==> src/rtl/vscale_mem_arbiter.sv <==
// Instruction/data port arbiter in front of one pipelined backing memory.
// Zero added latency when uncontended; losers are held and stalled.
module vscale_mem_arbiter #(
    parameter int ADDR_WIDTH   = 32,
    parameter int DATA_WIDTH   = 32,
    parameter int MAX_D_STREAK = 4
) (
    input  logic                  clk,
    input  logic                  reset,
    input  logic                  imem_en,
    input  logic [ADDR_WIDTH-1:0] imem_addr,
    output logic                  imem_wait,
    output logic [DATA_WIDTH-1:0] imem_rdata,
    output logic                  imem_badmem_e,
    input  logic                  dmem_en,
    input  logic                  dmem_wen,
    input  logic [2:0]            dmem_size,
    input  logic [ADDR_WIDTH-1:0] dmem_addr,
    input  logic [DATA_WIDTH-1:0] dmem_wdata,
    output logic                  dmem_wait,
    output logic [DATA_WIDTH-1:0] dmem_rdata,
    output logic                  dmem_badmem_e,
    output logic                  mem_en,
    output logic                  mem_wen,
    output logic [2:0]            mem_size,
    output logic [ADDR_WIDTH-1:0] mem_addr,
    output logic [DATA_WIDTH-1:0] mem_wdata,
    input  logic                  mem_wait,
    input  logic [DATA_WIDTH-1:0] mem_rdata,
    input  logic                  mem_badmem_e
);

    typedef enum logic [1:0] {
        ST_IDLE,
        ST_HELD,
        ST_DATA
    } port_state_e;

    localparam logic [3:0] STREAK_MAX = 4'(MAX_D_STREAK);
    localparam logic [2:0] I_SIZE     = 3'b010;

    port_state_e           i_state_q, i_state_d;
    port_state_e           d_state_q, d_state_d;
    logic [ADDR_WIDTH-1:0] i_hold_addr_q, i_hold_addr_d;
    logic [ADDR_WIDTH-1:0] d_hold_addr_q, d_hold_addr_d;
    logic                  d_hold_wen_q, d_hold_wen_d;
    logic [2:0]            d_hold_size_q, d_hold_size_d;
    logic [3:0]            streak_q, streak_d;
    logic [ADDR_WIDTH-1:0] last_addr_q, last_addr_d;
    logic                  last_wen_q, last_wen_d;
    logic [2:0]            last_size_q, last_size_d;

    logic                  i_in_data, d_in_data;
    logic                  i_held, d_held;
    logic                  i_ready, d_ready;
    logic                  i_cand, d_cand;
    logic                  mem_free;
    logic                  i_turn;
    logic                  i_grant, d_grant;
    logic [ADDR_WIDTH-1:0] i_src_addr, d_src_addr;
    logic                  d_src_wen;
    logic [2:0]            d_src_size;

    assign i_in_data = (i_state_q == ST_DATA);
    assign d_in_data = (d_state_q == ST_DATA);
    assign i_held    = (i_state_q == ST_HELD);
    assign d_held    = (d_state_q == ST_HELD);

    // A port may take a new live request when it is idle or finishing.
    assign i_ready = (i_state_q == ST_IDLE) | (i_in_data & ~mem_wait);
    assign d_ready = (d_state_q == ST_IDLE) | (d_in_data & ~mem_wait);

    assign i_cand = i_held | (i_ready & imem_en);
    assign d_cand = d_held | (d_ready & dmem_en);

    // A stalled data phase blocks every new address phase.
    assign mem_free = ~((i_in_data | d_in_data) & mem_wait);

    // Data port normally wins; the streak limit hands one slot to i.
    assign i_turn  = (streak_q == STREAK_MAX);
    assign d_grant = mem_free & d_cand & (~i_cand | ~i_turn);
    assign i_grant = mem_free & i_cand & ~d_grant;

    assign i_src_addr = i_held ? i_hold_addr_q : imem_addr;
    assign d_src_addr = d_held ? d_hold_addr_q : dmem_addr;
    assign d_src_wen  = d_held ? d_hold_wen_q  : dmem_wen;
    assign d_src_size = d_held ? d_hold_size_q : dmem_size;

    // Memory address phase: winner's request, else hold the last values.
    always_comb begin
        mem_en      = ~reset & (i_grant | d_grant);
        mem_addr    = last_addr_q;
        mem_wen     = last_wen_q;
        mem_size    = last_size_q;
        last_addr_d = last_addr_q;
        last_wen_d  = last_wen_q;
        last_size_d = last_size_q;
        if (d_grant) begin
            mem_addr = d_src_addr;
            mem_wen  = d_src_wen;
            mem_size = d_src_size;
        end else if (i_grant) begin
            mem_addr = i_src_addr;
            mem_wen  = 1'b0;
            mem_size = I_SIZE;
        end
        if (i_grant | d_grant) begin
            last_addr_d = mem_addr;
            last_wen_d  = mem_wen;
            last_size_d = mem_size;
        end
    end

    // Data phase steering: only the owning port sees memory responses.
    always_comb begin
        imem_wait     = ~reset & (i_held | (i_in_data & mem_wait));
        dmem_wait     = ~reset & (d_held | (d_in_data & mem_wait));
        imem_rdata    = '0;
        imem_badmem_e = 1'b0;
        dmem_rdata    = '0;
        dmem_badmem_e = 1'b0;
        mem_wdata     = '0;
        if (~reset & i_in_data) begin
            imem_rdata    = mem_rdata;
            imem_badmem_e = mem_badmem_e;
        end
        if (~reset & d_in_data) begin
            dmem_rdata    = mem_rdata;
            dmem_badmem_e = mem_badmem_e;
            mem_wdata     = dmem_wdata;
        end
    end

    // Instruction port next state and hold-register capture.
    always_comb begin
        i_state_d     = i_state_q;
        i_hold_addr_d = i_hold_addr_q;
        if (i_grant) begin
            i_state_d = ST_DATA;
        end else if (i_held) begin
            i_state_d = ST_HELD;
        end else if (i_ready & imem_en) begin
            i_state_d     = ST_HELD;
            i_hold_addr_d = imem_addr;
        end else if (i_ready) begin
            i_state_d = ST_IDLE;
        end
    end

    // Data port next state and hold-register capture.
    always_comb begin
        d_state_d     = d_state_q;
        d_hold_addr_d = d_hold_addr_q;
        d_hold_wen_d  = d_hold_wen_q;
        d_hold_size_d = d_hold_size_q;
        if (d_grant) begin
            d_state_d = ST_DATA;
        end else if (d_held) begin
            d_state_d = ST_HELD;
        end else if (d_ready & dmem_en) begin
            d_state_d     = ST_HELD;
            d_hold_addr_d = dmem_addr;
            d_hold_wen_d  = dmem_wen;
            d_hold_size_d = dmem_size;
        end else if (d_ready) begin
            d_state_d = ST_IDLE;
        end
    end

    // Count contested d wins; any i grant restarts the streak.
    always_comb begin
        streak_d = streak_q;
        if (i_grant) begin
            streak_d = '0;
        end else if (d_grant & i_cand & (streak_q != STREAK_MAX)) begin
            streak_d = streak_q + 4'd1;
        end
    end

    // State, hold registers, streak counter and last address-phase values.
    always_ff @(posedge clk) begin
        if (reset) begin
            i_state_q     <= ST_IDLE;
            d_state_q     <= ST_IDLE;
            i_hold_addr_q <= '0;
            d_hold_addr_q <= '0;
            d_hold_wen_q  <= 1'b0;
            d_hold_size_q <= '0;
            streak_q      <= '0;
            last_addr_q   <= '0;
            last_wen_q    <= 1'b0;
            last_size_q   <= '0;
        end else begin
            i_state_q     <= i_state_d;
            d_state_q     <= d_state_d;
            i_hold_addr_q <= i_hold_addr_d;
            d_hold_addr_q <= d_hold_addr_d;
            d_hold_wen_q  <= d_hold_wen_d;
            d_hold_size_q <= d_hold_size_d;
            streak_q      <= streak_d;
            last_addr_q   <= last_addr_d;
            last_wen_q    <= last_wen_d;
            last_size_q   <= last_size_d;
        end
    end

endmodule
==> config.mk <==
export PLATFORM = sky130hd
export DESIGN_NAME = vscale_mem_arbiter
export DESIGN_NICKNAME = d
export VERILOG_FILES = /design/src/rtl/vscale_mem_arbiter.sv
export SDC_FILE = /design/constraint.sdc
export NUM_CORES = 1
export LEC_CHECK = 0
export CAP_MARGIN = 40
export CELL_PAD_IN_SITES_DETAIL_PLACEMENT = 1
export CELL_PAD_IN_SITES_GLOBAL_PLACEMENT = 1
export CORE_MARGIN = 8
export CORE_UTILIZATION = 32
export CTS_CLUSTER_DIAMETER = 200
export DETAILED_ROUTE_END_ITERATION = 6
export PLACE_DENSITY = 0.89
export SETUP_SLACK_MARGIN = 0.02
export SYNTH_ARGS = -nofsm -noshare
export SYNTH_HDL_FRONTEND = slang
export SYNTH_SLANG_ARGS = --single-unit
==> constraint.sdc <==
create_clock -name clk -period 3.2 [get_ports clk]
set_input_delay 0.64 -clock clk [delete_from_list [all_inputs] [get_ports clk]]
set_output_delay 0.64 -clock clk [all_outputs]
set_load 0.05 [all_outputs]
==> results of run 1 <==
[report_power, final]
| group | switching (mW) | internal, mW | leakage, nW | total, mW |
|---|---|---|---|---|
| Clock | 0.563 | 0.696 | 0.158 | 1.26 |
| Sequential | 0.0662 | 1.52 | 0.919 | 1.59 |
| Combinational | 1.20 | 0.911 | 3.79 | 2.12 |
[final cells by class]
type | instances | area (um2) | area share (%)
antenna | 3 | 7.51 | 0.0705
tap | 234 | 293 | 2.75
sequential | 112 | 2240 | 21.1
timing repair buffer | 342 | 4310 | 40.4
clock inverter | 7 | 101 | 0.952
clock buffer | 9 | 225 | 2.12
multi-input combinational | 532 | 3460 | 32.5
inverter | 3 | 11.3 | 0.106
[sequential cells by signal (all words and copies together) (netlist names)]
signal	cells
d_hold_addr_q	32
i_state_q	2
d_hold_wen_q	1
i_hold_addr_q	32
d_hold_size_q	3
last_size_q	3
d_state_q	2
last_wen_q	1
streak_q	4
last_addr_q	32
[synthesized netlist by cell type (2+ instances only)]
cell type / n
a211oi_1: 3
a21oi_1: 45
a21oi_2: 29
and2_1: 98
and3b_1: 2
buf_2: 14
buf_4: 4
buf_6: 5
clkbuf_1: 30
dfxtp_1: 112
ha_1: 2
inv_1: 3
mux2i_1: 104
nand2_1: 137
nand2b_1: 5
nand3_1: 3
nand3b_1: 2
nor2_1: 47
nor3_1: 2
nor3b_1: 3
o21ai_0: 2
o22a_1: 32
or3_1: 2
[critical path: stages]
cell,delay (ns)
clkdlybuf4s50_1,0.55
nor2_1,0.07
nor3b_1,0.27
or3_4,0.20
buf_8,0.20
o22a_1,0.24
nand2_1,0.07
buf_4,0.19
[cell usage in the layout, fill, tap and decap left out, drive strengths merged, types with 4 or more instances in the layout]
cell,count
nor2,47
clkdlybuf4s50,135
mux2i,104
and2,98
clkbuf,9
nand2b,5
dfxtp,112
nand2,138
o22a,32
buf,206
o21ai,4
a21oi,74
inv,5
[per-layer routing]
metal / part of all wire (%) / wire (um)
met5: 0.049 / 13
met4: 3.6 / 973
met3: 6.2 / 1650
met2: 54 / 14400
met1: 36 / 9620
[cells by family (layout without fill, tap and decap cells)]
logic type	Yosys count	count (layout)
simple gates	305	305
buf+inv	57	361
flops	112	112
mux	104	104
other cells	0	3
compound gates	121	121
fa+ha+maj	2	2
[per-stage QoR]
| step | setup WS, ns | utilization [%] | TNS [ns] | instances |
|---|---|---|---|---|
| floorplan | 0.446 | - | 0 | 701 |
| finish | 0.120 | 57.7 | 0 | 1242 |
| detailed placement | -0.108 | 55.7 | -1.74 | 1223 |
| CTS | 0.0767 | 57.5 | 0 | 1239 |
| global placement | -0.00563 | 55.7 | -0.0132 | 1223 |
| global route | 0.0232 | 57.7 | 0 | 1242 |
[worst paths after layout]
kind / slack (ns) / end / startpoint
max: 0.12 / mem_addr[25] / imem_en
min: 0.46 / i_hold_addr_q[6] / i_hold_addr_q[6]
max reg2reg: 0.83 / i_hold_addr_q[8] / i_state_q[0]
min reg2reg: 0.46 / i_hold_addr_q[6] / i_hold_addr_q[6]
[repair_timing]
action / CTS / global route
setup buffers: 0 / 0
endpoints found under the setup margin: 33 / 14
gates resized for setup: 2 / 6
==> impl_metrics.yaml, run 1 <==
status:
  status: "complete, no violations"
grt:
  grt_first_pass_wirelength_um: 40700
  grt_pass1_vias: 7145
  grt_use_total_pct: 22.3
  use_met1_pct: 22.1
  use_met2_pct: 42.2
  antenna_found_initial: 4
  use_met3_pct: 7.01
  grt.busiest_layer: "met2"
  grt-ovfl-total: 0
  grt_max_degree: 67
power:
  p_per_area_nw_per_um2: 466
  max-vdd-ir-drop_mv: 0.295
  p_total_mw: 4.96
  leakage_nw: 4.86
clock_tree:
  cts_buffers: 9
  cts_tree: "built"
  clk_latency_ns: 0.36
  htreeDepth: 3
  cts_root_buffer: "clkbuf_16"
  cts_sinks: 112
  postCtsHoldBufs: 0
  path_clk_slew_ns: 0.08
  clock_path_buffers: 2
drt:
  drt-vias-per-instance: 5.03
  drc: 0
  vias: 6245
  drt_wl_total_um: 26700
  drt_iter0_markers: 265
  wire_per_inst_um: 21.5
  ant_nets: 0
  dr.pass1.iters: 4
worst_setup_path:
  cp_max_fo: 20
  critPathKind: "in2out"
  reg2regPathDepth: 7
  cp_data_arrival_time_ns: 2.44
  startpoint_type: "input port"
  required_ns: 2.56
  worstSetupEndpointType: "output port"
yosys:
  synthXorXnorAreaFrac_pct: 0
  synthSimpleGateAreaFrac_pct: 24.5
  synth_edf_count: 0
  synth_top_family_by_area: "simple AND/OR/NAND/NOR gates"
  synth_nets: 841
  synth_compound_area_share_pct: 15.1
  synth_fa_ha_area_share_pct: 0.421
  synth_area_leader_cell: "dfxtp_1"
  synth_warnings: 0
  yosys.cell_types.count: 38
  muxShareOfSynthArea_pct: 17.5
  seq_area_frac_synth_pct: 37.8
  async_flop_share_pct: 0
  synth_top_area_share_pct: 37.8
  synth_cells: 701
  netlist_top_cells_area: "dfxtp_1, mux2i_1, and2_1, nand2_1, o22a_1"
  synth-main-ff-cell: "dfxtp_1"
  netlist_area_um2: 5940
  yosys_register_bits: 112
  postSynthAreaPerCell_um2: 8.47
die:
  die-area_um2: 23200
  die_y_um: 152
  die_w_um: 152
  initial_core_util_pct: 32.2
  rows: 50
  io_pins: 275
  core_um2: 18500
placed_design:
  place.gp.congestion: 0.811
  dp_hpwl_um: 20400
  io_buffer_count: 274
  place_area_um2: 10300
timing:
  rsz0062_at_grt: "no"
  fmax_mhz: 325
  clock_skew_ns: 0.0105
  setup_viol: 0
  worst_hold_slack_ns: 0.456
  relSlewSlack_pct: 42.5
  hold_viol_final: 0
  worstMarginPinSlew_ns: 0.863
  slew_violations: 0
  period_share_pct: 96.2
  period_needed_ns: 3.08
flow_run:
  cap_violations: 0
worst_hold_path:
  holdPathStages: 2
  min_path_type: "reg2reg"
cells_and_area:
  fin_nets: 1140
  nFillCells: 2015
  final_cell_area_um2: 10600
  areaGrowthSynthToFinish_pct: 79.2
  drive_gt1_share_pct: 26.2
Power figures use the tool's default switching activity.
==> run 2: changes to the inputs <==
CTS_CLUSTER_DIAMETER = 150   (was 200)
==> results of run 2 <==
Same layout as run 1: the final DEF is identical, and so are final timing and power.
